--- src/rtl/uart_fifo_mmio.sv ---
// Memory-mapped full-duplex UART with TX/RX FIFOs, parity, stop-bit control,
// sticky W1C error flags and a maskable level interrupt.
module uart_fifo_mmio #(
    parameter int CLK_FREQ   = 50_000_000,
    parameter int BAUD_RATE  = 9_600,
    parameter int DATA_BITS  = 8,
    parameter int FIFO_DEPTH = 16
) (
    input  logic        clk,
    input  logic        rst,
    input  logic [31:0] Address,
    input  logic [31:0] DataIn,
    output logic [31:0] DataOut,
    input  logic        Select,
    input  logic        Write,
    input  logic        rx,
    output logic        tx,
    output logic        irq
);
    localparam int AW = $clog2(FIFO_DEPTH);
    localparam int CW = AW + 1;
    localparam logic [CW-1:0] FULL     = CW'(FIFO_DEPTH);
    localparam logic [31:0]   DIV_RST  = 32'(CLK_FREQ / BAUD_RATE);
    localparam logic [3:0]    LAST_BIT = 4'(DATA_BITS - 1);

    // Both FSMs: IDLE wait | START start bit | DATA char bits | PARITY | STOP
    typedef enum logic [2:0] {S_IDLE, S_START, S_DATA, S_PARITY, S_STOP} state_t;

    logic [2:0] addr;
    logic       wr, rd, unused_addr;
    assign addr        = Address[2:0];
    assign wr          = Select & Write;
    assign rd          = Select & ~Write;
    assign unused_addr = ^Address[31:3];

    logic        tx_en, rx_en, two_stop, par_err, frm_err, ovr;
    logic [1:0]  parity;
    logic [2:0]  ie;
    logic [31:0] baud_div, rdata, status;

    logic [DATA_BITS-1:0] tx_mem [FIFO_DEPTH];
    logic [DATA_BITS-1:0] rx_mem [FIFO_DEPTH];
    logic [AW-1:0] tx_wp, tx_rp, rx_wp, rx_rp;
    logic [CW-1:0] tx_cnt, rx_cnt;
    logic [DATA_BITS-1:0] tx_head, rx_head;

    state_t tx_state, rx_state;
    logic [31:0] tx_tmr, tx_div, rx_tmr, rx_div;
    logic [DATA_BITS-1:0] tx_sh, rx_sh;
    logic [3:0] tx_bit, rx_bit;
    logic tx_par_en, tx_par_bit, tx_two, tx_stop2;
    logic rx_s1, rx_s2, rx_prev, rx_par_en, rx_par_odd, rx_pbit;

    logic tx_flush, rx_flush, tx_push, tx_pop, rx_push, rx_pop;
    logic tx_busy, tx_last_stop, rx_done, rx_par_bad, w1c_status;

    assign tx_head      = tx_mem[tx_rp];
    assign rx_head      = rx_mem[rx_rp];
    assign tx_busy      = (tx_state != S_IDLE);
    assign tx_flush     = wr && addr == 3'd0 && DataIn[5];
    assign rx_flush     = wr && addr == 3'd0 && DataIn[6];
    assign w1c_status   = wr && addr == 3'd1;
    assign tx_push      = wr && addr == 3'd2 && tx_cnt != FULL;
    assign rx_pop       = rd && addr == 3'd3 && rx_cnt != '0;
    assign tx_last_stop = tx_state == S_STOP && tx_tmr == '0 && (!tx_two || tx_stop2);
    // Popping out of the last stop bit chains frames with no idle gap.
    assign tx_pop       = tx_en && tx_cnt != '0 && (tx_state == S_IDLE || tx_last_stop);
    assign rx_done      = rx_state == S_STOP && rx_tmr == '0;
    assign rx_push      = rx_done && rx_cnt != FULL;
    assign rx_par_bad   = rx_par_en && (rx_pbit != (^rx_sh ^ rx_par_odd));

    always_ff @(posedge clk) begin
        if (tx_push) tx_mem[tx_wp] <= DataIn[DATA_BITS-1:0];
        if (rx_push) rx_mem[rx_wp] <= rx_sh;
    end

    always_ff @(posedge clk or negedge rst) begin
        if (!rst) begin
            tx_wp <= '0; tx_rp <= '0; tx_cnt <= '0;
            rx_wp <= '0; rx_rp <= '0; rx_cnt <= '0;
        end else begin
            if (tx_flush) begin
                tx_wp <= '0; tx_rp <= '0; tx_cnt <= '0;
            end else begin
                if (tx_push) tx_wp <= tx_wp + AW'(1);
                if (tx_pop)  tx_rp <= tx_rp + AW'(1);
                tx_cnt <= tx_cnt + CW'(tx_push) - CW'(tx_pop);
            end
            if (rx_flush) begin
                rx_wp <= '0; rx_rp <= '0; rx_cnt <= '0;
            end else begin
                if (rx_push) rx_wp <= rx_wp + AW'(1);
                if (rx_pop)  rx_rp <= rx_rp + AW'(1);
                rx_cnt <= rx_cnt + CW'(rx_push) - CW'(rx_pop);
            end
        end
    end

    always_ff @(posedge clk or negedge rst) begin
        if (!rst) begin
            tx_state <= S_IDLE; tx <= 1'b1; tx_tmr <= '0; tx_div <= '0; tx_sh <= '0;
            tx_bit <= '0; tx_par_en <= 1'b0; tx_par_bit <= 1'b0; tx_two <= 1'b0; tx_stop2 <= 1'b0;
        end else if (tx_pop) begin
            tx_state   <= S_START;
            tx         <= 1'b0;
            tx_tmr     <= baud_div - 32'd1;
            tx_div     <= baud_div;
            tx_sh      <= tx_head;
            tx_bit     <= '0;
            tx_par_en  <= parity == 2'b01 || parity == 2'b10;
            tx_par_bit <= ^tx_head ^ parity[1];
            tx_two     <= two_stop;
            tx_stop2   <= 1'b0;
        end else if (tx_state != S_IDLE) begin
            if (tx_tmr != '0) begin
                tx_tmr <= tx_tmr - 32'd1;
            end else begin
                tx_tmr <= tx_div - 32'd1;
                case (tx_state)
                    S_START: begin
                        tx <= tx_sh[0]; tx_sh <= tx_sh >> 1; tx_state <= S_DATA;
                    end
                    S_DATA: begin
                        if (tx_bit == LAST_BIT) begin
                            tx       <= tx_par_en ? tx_par_bit : 1'b1;
                            tx_state <= tx_par_en ? S_PARITY : S_STOP;
                        end else begin
                            tx <= tx_sh[0]; tx_sh <= tx_sh >> 1; tx_bit <= tx_bit + 4'd1;
                        end
                    end
                    S_PARITY: begin
                        tx <= 1'b1; tx_state <= S_STOP;
                    end
                    default: begin
                        if (tx_two && !tx_stop2) tx_stop2 <= 1'b1;
                        else                      tx_state <= S_IDLE;
                    end
                endcase
            end
        end
    end

    always_ff @(posedge clk or negedge rst) begin
        if (!rst) begin
            rx_s1 <= 1'b1; rx_s2 <= 1'b1; rx_prev <= 1'b1; rx_state <= S_IDLE;
            rx_tmr <= '0; rx_div <= '0; rx_sh <= '0; rx_bit <= '0;
            rx_par_en <= 1'b0; rx_par_odd <= 1'b0; rx_pbit <= 1'b0;
        end else begin
            rx_s1   <= rx;
            rx_s2   <= rx_s1;
            rx_prev <= rx_s2;
            if (rx_state == S_IDLE) begin
                if (rx_en && rx_prev && !rx_s2) begin
                    rx_state   <= S_START;
                    rx_tmr     <= (baud_div >> 1) - 32'd1;
                    rx_div     <= baud_div;
                    rx_bit     <= '0;
                    rx_par_en  <= parity == 2'b01 || parity == 2'b10;
                    rx_par_odd <= parity[1];
                end
            end else if (rx_tmr != '0) begin
                rx_tmr <= rx_tmr - 32'd1;
            end else begin
                rx_tmr <= rx_div - 32'd1;
                case (rx_state)
                    S_START:  rx_state <= rx_s2 ? S_IDLE : S_DATA;
                    S_DATA: begin
                        rx_sh  <= {rx_s2, rx_sh[DATA_BITS-1:1]};
                        rx_bit <= rx_bit + 4'd1;
                        if (rx_bit == LAST_BIT) rx_state <= rx_par_en ? S_PARITY : S_STOP;
                    end
                    S_PARITY: begin
                        rx_pbit <= rx_s2; rx_state <= S_STOP;
                    end
                    default:  rx_state <= S_IDLE;
                endcase
            end
        end
    end

    assign status = {8'd0, 8'(rx_cnt), 8'(tx_cnt), ovr, frm_err, par_err, tx_busy,
                     rx_cnt == '0, rx_cnt == FULL, tx_cnt == '0, tx_cnt == FULL};

    always_comb begin
        rdata = '0;
        case (addr)
            3'd0: rdata = {21'd0, ie, 3'd0, two_stop, parity, rx_en, tx_en};
            3'd1: rdata = status;
            3'd3: rdata = (rx_cnt != '0) ? 32'(rx_head) : 32'd0;
            3'd4: rdata = baud_div;
            default: rdata = '0;
        endcase
    end

    // Hardware set is OR-ed in after the clear so a same-cycle event survives.
    always_ff @(posedge clk or negedge rst) begin
        if (!rst) begin
            tx_en <= 1'b0; rx_en <= 1'b0; parity <= '0; two_stop <= 1'b0; ie <= '0;
            baud_div <= DIV_RST; par_err <= 1'b0; frm_err <= 1'b0; ovr <= 1'b0;
            DataOut <= '0; irq <= 1'b0;
        end else begin
            if (wr && addr == 3'd0) begin
                tx_en    <= DataIn[0];
                rx_en    <= DataIn[1];
                parity   <= DataIn[3:2];
                two_stop <= DataIn[4];
                ie       <= DataIn[10:8];
            end
            if (wr && addr == 3'd4) baud_div <= (DataIn < 32'd4) ? 32'd4 : DataIn;
            par_err <= (rx_done & rx_par_bad)      | (par_err & ~(w1c_status & DataIn[5]));
            frm_err <= (rx_done & ~rx_s2)          | (frm_err & ~(w1c_status & DataIn[6]));
            ovr     <= (rx_done & rx_cnt == FULL)  | (ovr     & ~(w1c_status & DataIn[7]));
            if (rd) DataOut <= rdata;
            irq <= (ie[0] & rx_cnt != '0) | (ie[1] & tx_cnt == '0 & ~tx_busy)
                 | (ie[2] & (par_err | frm_err | ovr));
        end
    end
endmodule

--- config.mk ---
export PLATFORM = sky130hd
export DESIGN_NAME = uart_fifo_mmio
export DESIGN_NICKNAME = d
export VERILOG_FILES = /design/src/rtl/uart_fifo_mmio.sv
export SDC_FILE = /design/constraint.sdc
export NUM_CORES = 1
export LEC_CHECK = 0
export ABC_CLOCK_PERIOD_IN_PS = 4700
export CAP_MARGIN = 10
export CORE_AREA = 5 5 259 261
export CTS_BUF_LIST = sky130_fd_sc_hd__clkbuf_4
export DETAILED_ROUTE_END_ITERATION = 7
export DIE_AREA = 0 0 264 266
export HOLD_SLACK_MARGIN = 0.12
export PLACE_DENSITY = 0.53
export SLEW_MARGIN = 0
export SYNTH_ARGS = -nofsm -noshare
export SYNTH_HDL_FRONTEND = slang
export SYNTH_SLANG_ARGS = --single-unit
--- constraint.sdc ---
create_clock -name clk -period 4.7 [get_ports clk]
set_input_delay 1.41 -clock clk [delete_from_list [all_inputs] [get_ports clk]]
set_output_delay 1.41 -clock clk [all_outputs]
set_load 0.005 [all_outputs]
After elaboration in Yosys (flattened, before gate mapping)
Memories as Yosys holds them, arrays and structs flattened.
Cells that the tools add are included.
W data, S select, Z words.

operators by class
  reductions and logical operators = 60
  add/sub/neg operators = 16
  equality and inequality tests = 30
  bitwise gates (word level) = 32
  magnitude comparators = 1
  multiplexer cells = 62

operators by type and width
  kind                     count
  $mux W32                 7
  $sub A32 B1 Y32 const B  5
  $pmux W32 S4             1
  $mux W4                  17
  $logic_not A32 Y1        2
  $reduce_bool A32 Y1      2
  $mux W8                  5
  $mux W3                  11
  $lt A32 B3 Y1 const B    1
  $sub A31 B1 Y32 const B  1
  $add A4 B1 Y4 const B    6
  $logic_and A1 B1 Y1      19
  $eq A3 B2 Y1 const B     6
  $pmux W3 S3              2
  $pmux W8 S2              1
  $reduce_and A4 Y1        4
  $reduce_bool A2 Y1       8
  $reduce_xor A8 Y1        2
  $and A1 B1 Y1            15
  $reduce_and A3 Y1        5
  $mux W1                  14
  $add A5 B1 Y5            2
  $eq A5 B5 Y1 const B     2
  $logic_not A5 Y1         2
  26 further kinds         61

storage, ports and cells
  input port bits = 69
  memories kept = 2
  flip-flop bits (word level) = 271
  output and inout port bits = 34
  bits in writable memories = 256

memory list
  name    depth  bits a word  rd ports  clocked after memory_dff  wr ports  RTL line  source
  rx_mem  16     8            1         0                         1         42        logic [DATA_BITS-1:0] rx_mem [FIFO_DEPTH];
  tx_mem  16     8            1         0                         1         41        logic [DATA_BITS-1:0] tx_mem [FIFO_DEPTH];

Logic depth before layout (Yosys ltp)
  word-level depth = 7
  depth in mapped cells = 19
  gate-level depth less buffers = 17

Worst setup path after synthesis
No wires, ideal clock.

  path kind = reg2reg
  start = register tx_cnt[3]
  end = register tx_tmr[30]
  stages on the path, launching flop included = 19
  library setup time = 0.082 ns
  data required time = 4.618 ns
  path slack = 0.365 ns
  arrival time = 4.253 ns
  path through = dfrtp_1 inv_1 ha_1 or4b_4 and3_4 and4_1 nor2_1 buf_2 clkbuf_1 clkbuf_1 buf_1 o21bai_1 ha_1 o2111a_1 o22ai_1 nand4b_1 nor3_1 a31o_2 a31oi_1

on the way
  cells in the longest elaborated chain, start to end = 4
  elaborated cells between the ends (all ways) = 5
  those cells by class = 1 x mux; 4 x reduce/logical

ends and longest elaborated chain
  element                                                RTL line  source
  start: declaration                                     44        logic [CW-1:0] tx_cnt, rx_cnt;
  start signal: assignment                               87        tx_cnt <= tx_cnt + CW'(tx_push) - CW'(tx_pop);
  $reduce_bool A5 Y1 *                                   67        assign tx_pop = tx_en && tx_cnt != '0 && (tx_state == S_IDLE || tx_last_stop);
  $logic_and A1 B1 Y1 * (2 in series)                    67
  $mux W32 / $reduce_bool A2 Y1 (equally long branches)  n/a
  end signal: assignment                                 106       tx_tmr <= baud_div - 32'd1;
  end signal: assignment                                 116       tx_tmr <= tx_tmr - 32'd1;
  end signal: assignment                                 118       tx_tmr <= tx_div - 32'd1;
  end: declaration                                       48        logic [31:0] tx_tmr, tx_div, rx_tmr, rx_div;

Mark *: on every way between the ends. The rest lies on a longest branch, timed or not.
A chain may end at the register's enable or synchronous reset.

Final worst setup path
Same ends and word-level chain as after synthesis.

==> results.cfg <==
[status]
status = complete, no violations

[synthesis]
yosys-top-cells-area = edfxtp_1 32%, dfrtp_1 27%, mux4_2 7.1%, mux2_2 3.7%, nand2_1 3.3%
syn_inst = 1937
synthArstFlopShare = 0.5142
yosysWarnings = 0
synth_top_cell_area_share = 0.3171
syn_avg_cell_area_sq_um = 12.52
synth_edf_count = 256
synth_top_area_cell = edfxtp_1
syn_nets = 2034
synth_ff_type = dfrtp_1
ys_seq_area_frac = 0.5972
ys_types = 79
ys_seq_elements = 527
synth_area_sq_mm = 0.02425

[place]
dp_hpwl_um = 43450
pre_cts_slack_ns = 0.2534
numPortBuffers = 73
gp_congestion = 0.8417

[layout]
regArea_sq_mm = 0.01448
fin_nets = 2212
drive_above_1_share = 0.2279
area_growth_pct = 15.88
fillers = 6049
multi_input_area_sq_mm = 0.009196
fin_util = 0.4374

[worst_setup_path]
cpMaxStageDelayCell = or4b_4
crit_required_ns = 5.48
worstSetupPathType = flip-flop to flip-flop
slowest_delay_ns = 0.53
start_kind = flip-flop
cp-end-kind = flip-flop
crit_family = simple AND/OR/NAND/NOR gates
cpMostUsedCell = ha_1
worst-path-max-fanout = 6
critical_path.cell_chain = inv_1, ha_1, or4b_4, and3_4, and4_1, nor2_4, inv_2, a211oi_1, o21bai_1, ha_1, nand2_1, a21oi_1, o22ai_1, nand4b_1, nor3_1, a31o_2, a31oi_1
arrival_ns = 5.02
rrSetupSlack_ns = 0.46
cp.buffers_inverters = 2

[power]
switching_share = 0.3494
ir_worst_vdd_v = 0.0002127
comb_power_share = 0.288
p_switching_mw = 5.364
leakage_nw = 10.67
power.density_mw_per_mm2 = 546.4
clock_power_share = 0.275
p_seq_frac = 0.437
power_mw = 15.35
internal_power_mw = 9.988

[drt]
dr_total_vias = 16580
routed_via_density = 5.374
first_pass_iters = 5
drt-total-wl_um = 65150
drtAntennaViolNets = 0
drt-wirelength-per-cell_um = 21.11
first_iter_violations = 1147
drc = 0

[job]
drv_cap = 0

[sta]
slew_viol_final = 0
maxSlewHeadroom = 0.2214
finClkSkew_ns = 0.06586
worst_pin_slew_ns = 1.165
setup_ws_ns = 0.4595
hold_ws_ns = 0.3573
period_needed_ns = 4.240
rsz0062_at_grt = false
setup_tns_ns = 0
fin_crit_sh = 0.9022
clock.fmax_ghz = 0.2358
finalHoldViolCount = 0
setup-violations-final = 0

[clocking]
htreeDepth = 4
cts_buffer_depth = 3
cts_root_buf = clkbuf_4
insertion_delay_ns = 0.98
cts_made_buffers = 146
hold_buffers = 0
clkSinkCount = 527
cts_tree = built
cts-resized-gates = 0
cts.reportedPaths.clkPinSlew_ns = 0.06
cts_setup_buffers = 0

[global_routing]
track_usage = 0.1855
grt_pass1_vias = 16910
antenna_found_initial = 1
grt_pass1_wl_um = 101200
grt.overflow.total = 0
grt_max_degree = 81

[floorplan]
dieArea_sq_mm = 0.07022
initial_core_util = 0.3775
die_w_um = 264
fp.dieH_um = 266
rows = 93
ios = 103
core_sq_mm = 0.06423

[min_path]
min-delay-path-class = flip-flop to flip-flop
==> Yosys cell counts (all sizes together) (9+ instances only) <==
library cell,number
dfrtp,262
and3,14
mux2,79
mux2i,19
dfstp,9
nor2,174
xor2,37
a211oi,11
nor3,43
and2,31
nand3,21
or2,9
o21ai,88
mux4,76
a31oi,14
nand2,212
a22o,46
nor4,30
a22oi,16
a311oi,9
o22ai,21
edfxtp,256
inv,45
nand4,17
xnor2,53
a21oi,85
buf,32
clkbuf,78
nor2b,13
ha,26
nand2b,9
==> cell usage in the layout (no fill, tap or decap), types with 19 or more instances in the layout <==
cell type / count
dfrtp_1: 259
edfxtp_1: 256
clkbuf_4: 227
nand2_1: 211
nor2_1: 171
a21oi_1: 85
o21ai_0: 83
mux2_2: 79
mux4_2: 76
clkdlybuf4s50_1: 72
buf_4: 65
xnor2_1: 53
a22o_1: 46
inv_1: 44
nor3_1: 39
xor2_1: 37
and2_1: 31
ha_1: 26
nor4_1: 25
nand3_1: 21
o22ai_1: 21
mux2i_1: 19
clkinv_1: 19
==> cell type report <==
type	instances	share of cell area
Sequential cell	527	0.5155
Multi-Input combinational cell	1255	0.3273
Clock buffer	227	0.06065
Timing Repair Buffer	140	0.04498
Tap cell	855	0.03807
Clock inverter	35	0.007303
Inverter	45	0.006012
Antenna cell	2	0.0001781
==> registers in the layout, summed over array words and instances, names as in the netlist, 2 cells and up <==
name / flops
parity: 2
rx_rp: 4
rx_cnt: 5
rx_bit: 4
tx_sh: 8
tx_rp: 4
tx_bit: 4
tx_wp: 4
rx_tmr: 32
tx_div: 32
tx_tmr: 32
tx_mem: 128
rx_state: 3
tx_state: 3
rx_sh: 8
tx_cnt: 5
rx_div: 32
rx_mem: 128
baud_div: 32
rx_wp: 4
DataOut: 32
ie: 3
==> worst reg2reg max path, stage by stage, from the launching register on <==
cell and delay (ns):
dfrtp_1 0.43, inv_1 0.10, ha_1 0.15, or4b_4 0.53, and3_4 0.19, and4_1 0.22
nor2_4 0.15, inv_2 0.09, a211oi_1 0.21, o21bai_1 0.17, ha_1 0.25, nand2_1 0.08
a21oi_1 0.16, o22ai_1 0.13, nand4b_1 0.44, nor3_1 0.48, a31o_2 0.22, a31oi_1 0.07
==> per-layer routing <==
layer / share of wire / vias up / wire length [um] / GRT usage
li1: - / 7649 / - / -
met1: 0.46 / 8379 / 30270 / 0.2621
met2: 0.45 / 458 / 29610 / 0.2812
met3: 0.058 / 97 / 3808 / 0.04913
met4: 0.022 / 0 / 1456 / 0.06154
met5: 0 / - / 0 / 0
==> through the flow <==
step,cells,area (sq um)
after floorplan,1937,24250
after global placement,2822,26180
after detailed placement,2822,26180
after CTS,3084,28090
after global routing,3086,28100
final,3086,28100
==> power groups by stage <==
stage / Clock [mW] / Sequential (mW) / Combinational, mW
finish: 4.22 / 6.71 / 4.43
floorplan: 0 / 6.18 / 3.59
global placement: 0 / 6.77 / 4.36
detailed placement: 0 / 6.78 / 4.44
CTS: 4.37 / 6.70 / 4.47
global route: 4.65 / 6.82 / 4.93
==> cell families (layout without fill, tap and decap cells) <==
kind of cell               after synthesis  in the layout  share of synthesized area
other                                    0              2                          0
DFF                                    527            527                     0.5972
muxes                                  174            174                     0.1151
xor gates and xnor gates                90             90                    0.03251
and+or+nand+nor                        605            605                     0.1174
buffers and inverters                  155            447                    0.02518
AOI/OAI and AO/OA                      358            358                    0.09748
adders and majority gates               28             28                    0.01507
==> path summary, 6_finish.rpt <==
check,from,to,depth (start not counted)
worst min-delay path,rx_s1,rx_s2,0
worst max-delay path,tx_cnt[3],tx_tmr[30],17
worst min register to register,rx_s1,rx_s2,0
worst max register to register,tx_cnt[3],tx_tmr[30],17
max in group asynchronous,rst,rx_div[26],2
min in group asynchronous,rst,tx_div[21],1
No activity file was read; power rests on OpenSTA's default activity.
